**src/rtl/sdram_port_arbiter_if.sv**
```systemverilog
// Bundle between the three SDRAM requesters, the arbiter and the SDRAM controller.
// Requester side: req/we/addr/din/be in, ack/err/dout back (port n at slice n).
// Controller side: mem_req/mem_we/mem_addr/mem_din/mem_be out, mem_ack/mem_dout back.
// Status: busy (transaction in flight), grant_id (port being served, 3 = none).
// Modport slave is the arbiter's view; modport master is the environment's view.
interface sdram_port_arbiter_if #(
  parameter int unsigned AW = 24,
  parameter int unsigned DW = 16
);
  // requester side
  logic [2:0]      req;
  logic [2:0]      we;
  logic [3*AW-1:0] addr;
  logic [3*DW-1:0] din;
  logic [5:0]      be;
  logic [2:0]      ack;
  logic [2:0]      err;
  logic [DW-1:0]   dout;

  // controller side
  logic            mem_req;
  logic            mem_we;
  logic [AW-1:0]   mem_addr;
  logic [DW-1:0]   mem_din;
  logic [1:0]      mem_be;
  logic            mem_ack;
  logic [DW-1:0]   mem_dout;

  // status
  logic            busy;
  logic [1:0]      grant_id;

  modport slave (
    input  req, we, addr, din, be, mem_ack, mem_dout,
    output ack, err, dout, mem_req, mem_we, mem_addr, mem_din, mem_be, busy, grant_id
  );

  modport master (
    output req, we, addr, din, be, mem_ack, mem_dout,
    input  ack, err, dout, mem_req, mem_we, mem_addr, mem_din, mem_be, busy, grant_id
  );
endinterface

```
**src/rtl/sdram_port_arbiter.sv**
```systemverilog
// Shares the single SDRAM controller command port between three requesters:
// port 0 (CPU/ANTIC, priority), port 1 (data_io upload), port 2 (OSD).
// Port 0 has fixed priority bounded by a starvation guard, ports 1 and 2 are
// served round-robin, and each transaction is aborted after TIMEOUT wait cycles.
// Ports:
//   clk_sys  - system clock
//   reset_n  - asynchronous active-low reset
//   bus      - requester and controller bundle (slave modport), all outputs registered
module sdram_port_arbiter #(
  parameter int unsigned AW           = 24,
  parameter int unsigned DW           = 16,
  parameter int unsigned STARVE_LIMIT = 8,
  parameter int unsigned TIMEOUT      = 255
) (
  input  logic                 clk_sys,
  input  logic                 reset_n,
  sdram_port_arbiter_if.slave  bus
);

  localparam int unsigned SW = $clog2(STARVE_LIMIT + 1);
  localparam int unsigned TW = 8;

  typedef enum logic [1:0] {
    IDLE  = 2'd0,
    ISSUE = 2'd1,
    WAIT  = 2'd2,
    DONE  = 2'd3
  } state_t;

  state_t        state;
  logic [SW-1:0] starve_cnt;
  logic          rr_sel;      // 0: port 1 next, 1: port 2 next
  logic [TW-1:0] tmo_cnt;

  logic          others_pend_c;
  logic          p0_wins_c;
  logic [1:0]    win_c;
  logic          sel_we_c;
  logic [AW-1:0] sel_addr_c;
  logic [DW-1:0] sel_din_c;
  logic [1:0]    sel_be_c;
  logic [2:0]    gnt_onehot_c;

  // Winner selection and field mux for the requester about to be latched
  always_comb begin
    others_pend_c = bus.req[1] | bus.req[2];
    // port 0 yields only once it has starved the others STARVE_LIMIT times
    p0_wins_c     = bus.req[0] && !((starve_cnt == SW'(STARVE_LIMIT)) && others_pend_c);
    win_c         = 2'd2;
    if (p0_wins_c) begin
      win_c = 2'd0;
    end else if (bus.req[1] && bus.req[2]) begin
      win_c = rr_sel ? 2'd2 : 2'd1;
    end else if (bus.req[1]) begin
      win_c = 2'd1;
    end
    sel_we_c     = bus.we[win_c];
    sel_addr_c   = bus.addr[32'(win_c) * AW +: AW];
    sel_din_c    = bus.din[32'(win_c) * DW +: DW];
    sel_be_c     = bus.be[32'(win_c) * 2 +: 2];
    // grant_id of 3 decodes to no port
    gnt_onehot_c = 3'b001 << bus.grant_id;
  end

  // Arbitration FSM with registered outputs; ack/err default low so they pulse
  always_ff @(posedge clk_sys or negedge reset_n) begin
    if (!reset_n) begin
      state        <= IDLE;
      starve_cnt   <= '0;
      rr_sel       <= 1'b0;
      tmo_cnt      <= '0;
      bus.ack      <= '0;
      bus.err      <= '0;
      bus.dout     <= '0;
      bus.mem_req  <= 1'b0;
      bus.mem_we   <= 1'b0;
      bus.mem_addr <= '0;
      bus.mem_din  <= '0;
      bus.mem_be   <= '0;
      bus.busy     <= 1'b0;
      bus.grant_id <= 2'd3;
    end else begin
      bus.ack <= '0;
      bus.err <= '0;
      unique case (state)
        IDLE: begin
          if (|bus.req) begin
            bus.mem_we   <= sel_we_c;
            bus.mem_addr <= sel_addr_c;
            bus.mem_din  <= sel_din_c;
            bus.mem_be   <= sel_be_c;
            bus.grant_id <= win_c;
            bus.busy     <= 1'b1;
            state        <= ISSUE;
            if (win_c == 2'd0) begin
              if (!others_pend_c) begin
                starve_cnt <= '0;
              end else if (starve_cnt != SW'(STARVE_LIMIT)) begin
                starve_cnt <= starve_cnt + SW'(1);
              end
            end else begin
              starve_cnt <= '0;
              rr_sel     <= ~rr_sel;
            end
          end
        end

        ISSUE: begin
          bus.mem_req <= 1'b1;
          tmo_cnt     <= '0;
          state       <= WAIT;
        end

        WAIT: begin
          if (bus.mem_ack) begin
            bus.mem_req <= 1'b0;
            bus.dout    <= bus.mem_dout;
            bus.ack     <= gnt_onehot_c;
            state       <= DONE;
          end else if (tmo_cnt == TW'(TIMEOUT - 1)) begin
            // this WAIT cycle is the TIMEOUT-th without an answer
            bus.mem_req <= 1'b0;
            bus.ack     <= gnt_onehot_c;
            bus.err     <= gnt_onehot_c;
            tmo_cnt     <= tmo_cnt + TW'(1);
            state       <= DONE;
          end else begin
            tmo_cnt <= tmo_cnt + TW'(1);
          end
        end

        DONE: begin
          bus.busy     <= 1'b0;
          bus.grant_id <= 2'd3;
          tmo_cnt      <= '0;
          state        <= IDLE;
        end

        default: state <= IDLE;
      endcase
    end
  end

endmodule

```
**src/flat_wrapper.sv**
```systemverilog
// flat-port wrapper written by rule: the top's interface ports become plain ports
module sdram_port_arbiter_flat 
#(
  parameter int unsigned AW           = 24,
  parameter int unsigned DW           = 16,
  parameter int unsigned STARVE_LIMIT = 8,
  parameter int unsigned TIMEOUT      = 255
)
  (clk_sys, reset_n, bus_req, bus_we, bus_addr, bus_din, bus_be, bus_mem_ack, bus_mem_dout, bus_ack, bus_err, bus_dout, bus_mem_req, bus_mem_we, bus_mem_addr, bus_mem_din, bus_mem_be, bus_busy, bus_grant_id);
  sdram_port_arbiter_if #(.AW(AW), .DW(DW)) bus_i ();
  input  logic clk_sys;
  input  logic reset_n;
  input wire logic [$bits(bus_i.req)-1:0] bus_req;
  input wire logic [$bits(bus_i.we)-1:0] bus_we;
  input wire logic [$bits(bus_i.addr)-1:0] bus_addr;
  input wire logic [$bits(bus_i.din)-1:0] bus_din;
  input wire logic [$bits(bus_i.be)-1:0] bus_be;
  input wire logic [$bits(bus_i.mem_ack)-1:0] bus_mem_ack;
  input wire logic [$bits(bus_i.mem_dout)-1:0] bus_mem_dout;
  output wire logic [$bits(bus_i.ack)-1:0] bus_ack;
  output wire logic [$bits(bus_i.err)-1:0] bus_err;
  output wire logic [$bits(bus_i.dout)-1:0] bus_dout;
  output wire logic [$bits(bus_i.mem_req)-1:0] bus_mem_req;
  output wire logic [$bits(bus_i.mem_we)-1:0] bus_mem_we;
  output wire logic [$bits(bus_i.mem_addr)-1:0] bus_mem_addr;
  output wire logic [$bits(bus_i.mem_din)-1:0] bus_mem_din;
  output wire logic [$bits(bus_i.mem_be)-1:0] bus_mem_be;
  output wire logic [$bits(bus_i.busy)-1:0] bus_busy;
  output wire logic [$bits(bus_i.grant_id)-1:0] bus_grant_id;
  assign bus_i.req = bus_req;
  assign bus_i.we = bus_we;
  assign bus_i.addr = bus_addr;
  assign bus_i.din = bus_din;
  assign bus_i.be = bus_be;
  assign bus_i.mem_ack = bus_mem_ack;
  assign bus_i.mem_dout = bus_mem_dout;
  assign bus_ack = bus_i.ack;
  assign bus_err = bus_i.err;
  assign bus_dout = bus_i.dout;
  assign bus_mem_req = bus_i.mem_req;
  assign bus_mem_we = bus_i.mem_we;
  assign bus_mem_addr = bus_i.mem_addr;
  assign bus_mem_din = bus_i.mem_din;
  assign bus_mem_be = bus_i.mem_be;
  assign bus_busy = bus_i.busy;
  assign bus_grant_id = bus_i.grant_id;
  sdram_port_arbiter #(.AW(AW), .DW(DW), .STARVE_LIMIT(STARVE_LIMIT), .TIMEOUT(TIMEOUT)) u_core (.clk_sys(clk_sys), .reset_n(reset_n), .bus(bus_i));
endmodule
```
**config.mk**
```make
export PLATFORM = sky130hd
export DESIGN_NAME = sdram_port_arbiter_flat
export DESIGN_NICKNAME = d
export VERILOG_FILES = /design/src/rtl/sdram_port_arbiter_if.sv /design/src/rtl/sdram_port_arbiter.sv /design/src/flat_wrapper.sv
export SDC_FILE = /design/constraint.sdc
export NUM_CORES = 1
export LEC_CHECK = 0
export CAP_MARGIN = 40
export CORE_ASPECT_RATIO = 1.75
export CORE_UTILIZATION = 37
export DETAILED_ROUTE_END_ITERATION = 7
export PLACE_DENSITY_LB_ADDON = 0.05
export SLEW_MARGIN = 25
export SYNTH_ARGS = -nofsm -noshare
export SYNTH_HDL_FRONTEND = slang
export SYNTH_SLANG_ARGS = --single-unit
```
**constraint.sdc**
```tcl
create_clock -name clk_sys -period 1.5 [get_ports clk_sys]
set_input_delay 0.225 -clock clk_sys [delete_from_list [all_inputs] [get_ports clk_sys]]
set_output_delay 0.225 -clock clk_sys [all_outputs]
set_load 0.01 [all_outputs]
```
## Word-level counts from Yosys, hierarchy flattened

Cells that the tools add are included.

| cells by class | value |
|---|---|
| shifts and indexed selects | 4 |
| $lt $le $gt $ge | 1 |
| add/subtract/negate cells | 2 |
| multiply operators | 1 |
| reduce and logical (&&, ||, !) cells | 19 |
| muxes and demuxes | 27 |
| eq/ne operators | 10 |
| bitwise gates (word level) | 3 |

Operators with widths:

| operator | count |
|---|---|
| variable part select 72 x 8 -> 24 bit | 1 |
| variable part select 48 x 7 -> 16 bit | 1 |
| two-way mux 2 bit | 8 |
| one-hot mux 8 bit (2 select lines) | 1 |
| two-way mux 3 bit | 5 |
| two-way mux 4 bit | 3 |
| AND reduction 2 bit | 6 |
| adder 8 x 1 -> 8 bit (second input constant) | 1 |
| equality test 8 bit (second input constant) | 1 |
| two-way mux 8 bit | 1 |
| one-hot mux 2 bit (4 select lines) | 1 |
| AND reduction 3 bit | 2 |
| nonzero test 2 bit | 3 |
| variable part select 6 x 4 -> 2 bit | 1 |
| adder 4 x 1 -> 4 bit (second input constant) | 1 |
| equality test 2 bit (second input constant) | 2 |
| equality test 4 bit (second input constant) | 1 |
| logical NOT 2 bit | 2 |
| multiplier 2 x 2 -> 4 bit (second input constant) | 1 |
| two-way mux 1 bit | 4 |
| inequality test 4 bit (second input constant) | 1 |
| one-hot mux 1 bit (2 select lines) | 2 |
| one-hot mux 2 bit (2 select lines) | 1 |
| logical AND 1 bit | 3 |
| 13 further kinds | 14 |

| word-level totals | value |
|---|---|
| bits in registers | 84 |
| input port bits | 151 |
| logic and storage cells | 81 |

## Longest topological paths before layout

| logic depth | value |
|---|---|
| depth in word-level cells | 8 |
| depth in mapped cells | 8 |
| gate-level depth less buffers | 6 |

## Least setup slack after synthesis

Ideal clock, no wire load.

| timing | value |
|---|---|
| path kind | register -> register |
| start point | reg u_core.state[0] |
| end point | reg u_core.tmo_cnt[5] |
| data arrival time | 1.603 ns |
| library setup time | 0.083 ns |
| required time | 1.417 ns |
| slack | -0.186 ns |
| cell stages (with the launch flop) | 8 |
| path buffers | 1 |
| cells stage by stage | dfrtp_1 > inv_1 > ha_1 > buf_2 > or3_1 > nand4_2 > or4_1 > o21ai_0 |

| on the way | value |
|---|---|
| longest elaborated chain between the ends | 4 |
| elaborated cells between the ends (all ways) | 8 |

RTL lines:

| element | line | source |
|---|---|---|
| start: declaration | sdram_port_arbiter.sv:30 | `state_t state;` |
| start signal: assignment | sdram_port_arbiter.sv:68 | `state <= IDLE;` |
| start signal: assignment | sdram_port_arbiter.sv:94 | `state <= ISSUE;` |
| start signal: assignment | sdram_port_arbiter.sv:111 | `state <= WAIT;` |
| equality test 2 x 1 -> 1 bit / equality test 2 bit (equally long branches) | sdram_port_arbiter.sv:85 | `unique case (state)` |
| OR reduction 2 bit (no source line) | n/a |  |
| nonzero test 2 bit (no source line) | n/a |  |
| AND reduction 2 bit (no source line) | n/a |  |
| end signal: assignment | sdram_port_arbiter.sv:125 | `tmo_cnt <= tmo_cnt + TW'(1);` |
| end signal: assignment | sdram_port_arbiter.sv:128 | `tmo_cnt <= tmo_cnt + TW'(1);` |
| end: declaration | sdram_port_arbiter.sv:33 | `logic [TW-1:0] tmo_cnt;` |

Several ways; a longest one is shown, not always the timed one.
A chain may end at the register's enable or synchronous reset.

## Worst setup path in the final report

| timing | value |
|---|---|
| start point | reg u_core.starve_cnt[1] |
| end point | reg u_core.bus.mem_addr[0] |

| on the way | value |
|---|---|
| longest elaborated chain between the ends | 7 |

RTL lines:

| element | line | source |
|---|---|---|
| start: declaration | sdram_port_arbiter.sv:31 | `logic [SW-1:0] starve_cnt;` |
| start signal: assignment | sdram_port_arbiter.sv:99 | `starve_cnt <= starve_cnt + SW'(1);` |
| equality test 4 bit | sdram_port_arbiter.sv:48 | `p0_wins_c = bus.req[0] && !((starve_cnt == SW'(STARVE_LIMIT)) && others_pend_c);` |
| logical AND 1 bit | sdram_port_arbiter.sv:48 |  |
| logical NOT 1 bit | sdram_port_arbiter.sv:48 |  |
| logical AND 1 bit | sdram_port_arbiter.sv:48 |  |
| two-way mux 2 bit | sdram_port_arbiter.sv:50 | `if (p0_wins_c) begin` |
| multiplier 2 x 2 -> 4 bit | sdram_port_arbiter.sv:58 | `sel_addr_c = bus.addr[32'(win_c) * AW +: AW];` |
| variable part select 72 x 8 -> 24 bit | sdram_port_arbiter.sv:58 |  |
| end signal: assignment | sdram_port_arbiter.sv:89 | `bus.mem_addr <= sel_addr_c;` |
| end: declaration | sdram_port_arbiter_if.sv:35 | `output ack, err, dout, mem_req, mem_we, mem_addr, mem_din, mem_be, busy, grant_id` |

Every way passes these cells.

==> metrics.txt <==
H-tree Lvls 3; Hold Crit Class primary input to asynchronous set/reset pin; FMAX ~580 MHz; final hold violation count 0; failing checks DRC, setup timing; result of the run finished, violations left; Area Overhead vs Synth 87.5%; Syn Area/Cell ~9.6 µm²; Setup WS pre-CTS -0.442 ns; Crit Path Max Fanout 7; endpoints failing setup approximately 50; CP Class flop to flop; die area around 12000 µm²; # port buffers 219; P_leak 3.58 nW; Worst Skew 0.0109 ns; clock tree root buffer cell clkbuf_16; CP startpoint kind flop; data required time of the worst path 1.74 ns; CTS tree yes; global route total overflow 0; Mapped Nets 620; setup_tns -7.96 ns; final wirelength around 15000 µm; max-slew violations 0; CTS Buf Count 9; Post-Synth XOR/XNOR Area 0.00796; Critical Path Source u_core.starve_cnt[1]; core area between 10000 and 15000 µm²; layout cells sized above 1 0.284; CTS Buffer Depth 2; Yosys cell types between 40 and 50; Routed WL per cell 17.5 µm; Layout Cells excl Fill between 800 and 900; Yosys reg bits 84; I/O pins 220; Pre-Repair DR Iteration Count 6; number of diodes 0; Rows 52; Reg2Reg Launch Point u_core.starve_cnt[1]; Slew HR 0.740; simple-gate share of the synthesized area 0.200; first-pass GRT wire length ~23000 µm; Die X between 80 and 90 µm; vias in the first global route between 4k and 5k; Clk Latency, worst-skew pair ~0.34 ns; ANT nets after route 0; worst setup margin -0.215 ns; Tot Pwr ~14 mW; Final #Nets 883; vias per cell ~5.3; Syn Std Cell Area about 4400 µm²; peak supply drop 810 µV; main combinational cell family by area after synthesis simple AND/OR/NAND/NOR gates; clk slew on worst S/H paths approximately 0.070 ns; Power Dens Cells 1660 nW/µm²; gpl congestion ~0.8; register area share after synthesis 0.478; initial antenna violation count 0; Inst Count DP about 830; final period utilization 1.14; initial core utilization 0.380; DRC Markers 10; minimum clock period ~1.7 ns; drt initial violations between 150 and 200; DP Wirelength between 10000 and 15000 µm; hold slack roughly 0.34 ns; CP Data Arrival Time approximately 2 ns; Clock Sinks 84; Synth Instances 460; pin count of the biggest net entering global routing 48; FILL cells 863; RSZ-0062 raised after global routing true; DR vias around 4.5k; worst-margin pin slew around 0.39 ns; Chip Height around 150 µm; adder-cell area share of the yosys netlist 0.0256; Worst setup EP type flop; Synth warnings 0; GRT Overall Usage 0.237; Compound-Gate Fraction of Synth Area 0.196; count of maximum capacitance violations 0; post-synthesis mux area share 0.0460
==> cells in the final DEF (no fill, tap or decap), types with 3 or more instances in the layout <==
cell,count
a22o_1,3
xor2_1,4
o31ai_2,13
ha_1,3
o31ai_1,30
dlymetal6s2s_1,19
clkbuf_16,12
o22ai_1,3
dlygate4sd2_1,7
nand2_1,52
o21ai_1,5
nor2_1,35
bufinv_16,4
buf_12,10
dfrtp_1,81
nand2b_1,4
buf_4,43
a21oi_1,3
nor2b_1,43
ha_4,5
buf_6,7
nand4_1,3
clkdlybuf4s50_1,192
nor2_2,21
a211oi_2,39
inv_1,4
mux2_2,16
o21ai_0,8
a211oi_1,4
nor2_4,4
==> stage by stage <==
step	utilization	area, µm²
after floorplan	-	4700
final	0.713	8250
after detailed placement	0.632	7320
after global routing	0.713	8250
after CTS	0.680	7870
after global placement	0.632	7320
==> timing repair <==
item,4_1_cts,5_1_grt
setup buffers,3,6
hold buffers,1,0
pin swaps,16,35
gates resized for setup,41,70
gates cloned,1,4
endpoints found under the setup margin,73,81
endpoints found under the hold margin,23,0
==> per-layer routing <==
metal / track usage / vias up / routed length (µm)
met1: 0.248 / 2191 / 5340
met2: 0.449 / 167 / 8330
met5: 0 / - / 0
li1: - / 2153 / -
met4: 0.109 / 0 / 483
met3: 0.0475 / 31 / 963
==> worst max-delay path: stages (launching register included) <==
cell,delay [ns]
dfrtp_1,0.37
inv_1,0.09
ha_4,0.14
nand3b_1,0.13
buf_6,0.15
o21ai_4,0.16
buf_12,0.16
clkbuf_16,0.16
nor2_2,0.04
o31ai_2,0.21
==> registers in the layout, indices dropped and copies added (netlist names), 2 cells and up <==
| register | cells |
|---|---|
| u_core.bus.ack | 3 |
| u_core.state | 2 |
| u_core.bus.mem_be | 2 |
| u_core.bus.mem_din | 16 |
| u_core.bus.grant_id | 2 |
| u_core.bus.err | 3 |
| u_core.bus.mem_addr | 24 |
| u_core.bus.dout | 16 |
| u_core.starve_cnt | 4 |
| u_core.tmo_cnt | 8 |
==> worst paths after layout <==
kind	end	depth (start not counted)	slack (ns)
worst max-delay path	u_core.bus.mem_addr[0]	9	-0.21
worst min-delay path	u_core.bus.err[1]	2	0.34
worst max register to register	u_core.bus.mem_addr[0]	9	-0.21
worst min register to register	u_core.bus.mem_din[12]	2	0.48
max in group asynchronous	u_core.bus.grant_id[0]	3	0.59
min in group clk_sys	u_core.bus.grant_id[1]	4	0.42
==> cell families (layout without fill, tap and decap cells) <==
kind of cell,Yosys count,count (layout)
multiplexers,18,18
flip-flops,84,84
AO/OA/AOI/OAI,118,118
buffers and inverters,41,309
adder cells (fa/ha/maj),9,9
AND/OR/NAND/NOR,186,186
XOR/XNOR,4,4
==> where the power goes <==
part	total (mW)	leakage [nW]	internal, mW	switching (mW)
Sequential	3.83	1.04	3.27	0.557
Clock	2.75	0.177	1.80	0.945
Combinational	7.14	2.36	3.95	3.19
Total	13.7	3.58	9.02	4.70
==> Yosys cell counts <==
cell	n	area, µm²
a211oi_1	43	323
a21boi_0	1	7.51
a21boi_4	1	18.8
a21oi_1	3	15.0
a22o_1	3	26.3
a22oi_1	1	7.51
a31oi_1	1	6.26
a32o_1	1	10.0
and2_1	2	12.5
and3b_1	1	8.76
and4_1	1	8.76
buf_2	25	125
buf_4	5	37.5
clkbuf_1	1	3.75
clkbuf_2	1	5.00
dfrtp_1	82	2050
dfstp_2	2	52.6
ha_1	9	113
inv_1	9	33.8
mux2_2	18	203
nand2_1	55	206
nand2_2	1	6.26
nand2b_1	4	25.0
nand3_1	3	15.0
nand3b_1	1	7.51
nand4_1	3	18.8
nand4_2	1	12.5
nor2_1	60	225
nor2b_1	43	269
nor3_1	5	25.0
nor3b_1	1	7.51
o21a_1	1	7.51
o21ai_0	13	65.1
o21ai_2	1	8.76
o21bai_1	1	7.51
o22ai_1	3	18.8
o31ai_1	44	330
o41ai_1	1	8.76
or3_1	3	18.8
or4_1	2	15.0
xor2_1	4	35.0
==> layout make-up <==
cell class / instances / area, µm² / share of cell area
clock buffer: 10 / 229 / 0.0277
clock inverter: 6 / 138 / 0.0167
inverter: 9 / 42.5 / 0.00515
multi-input combinational: 335 / 2620 / 0.317
sequential: 84 / 2110 / 0.255
tap: 135 / 169 / 0.0205
timing repair buffer: 284 / 2960 / 0.358
Power figures use the tool's default switching activity.
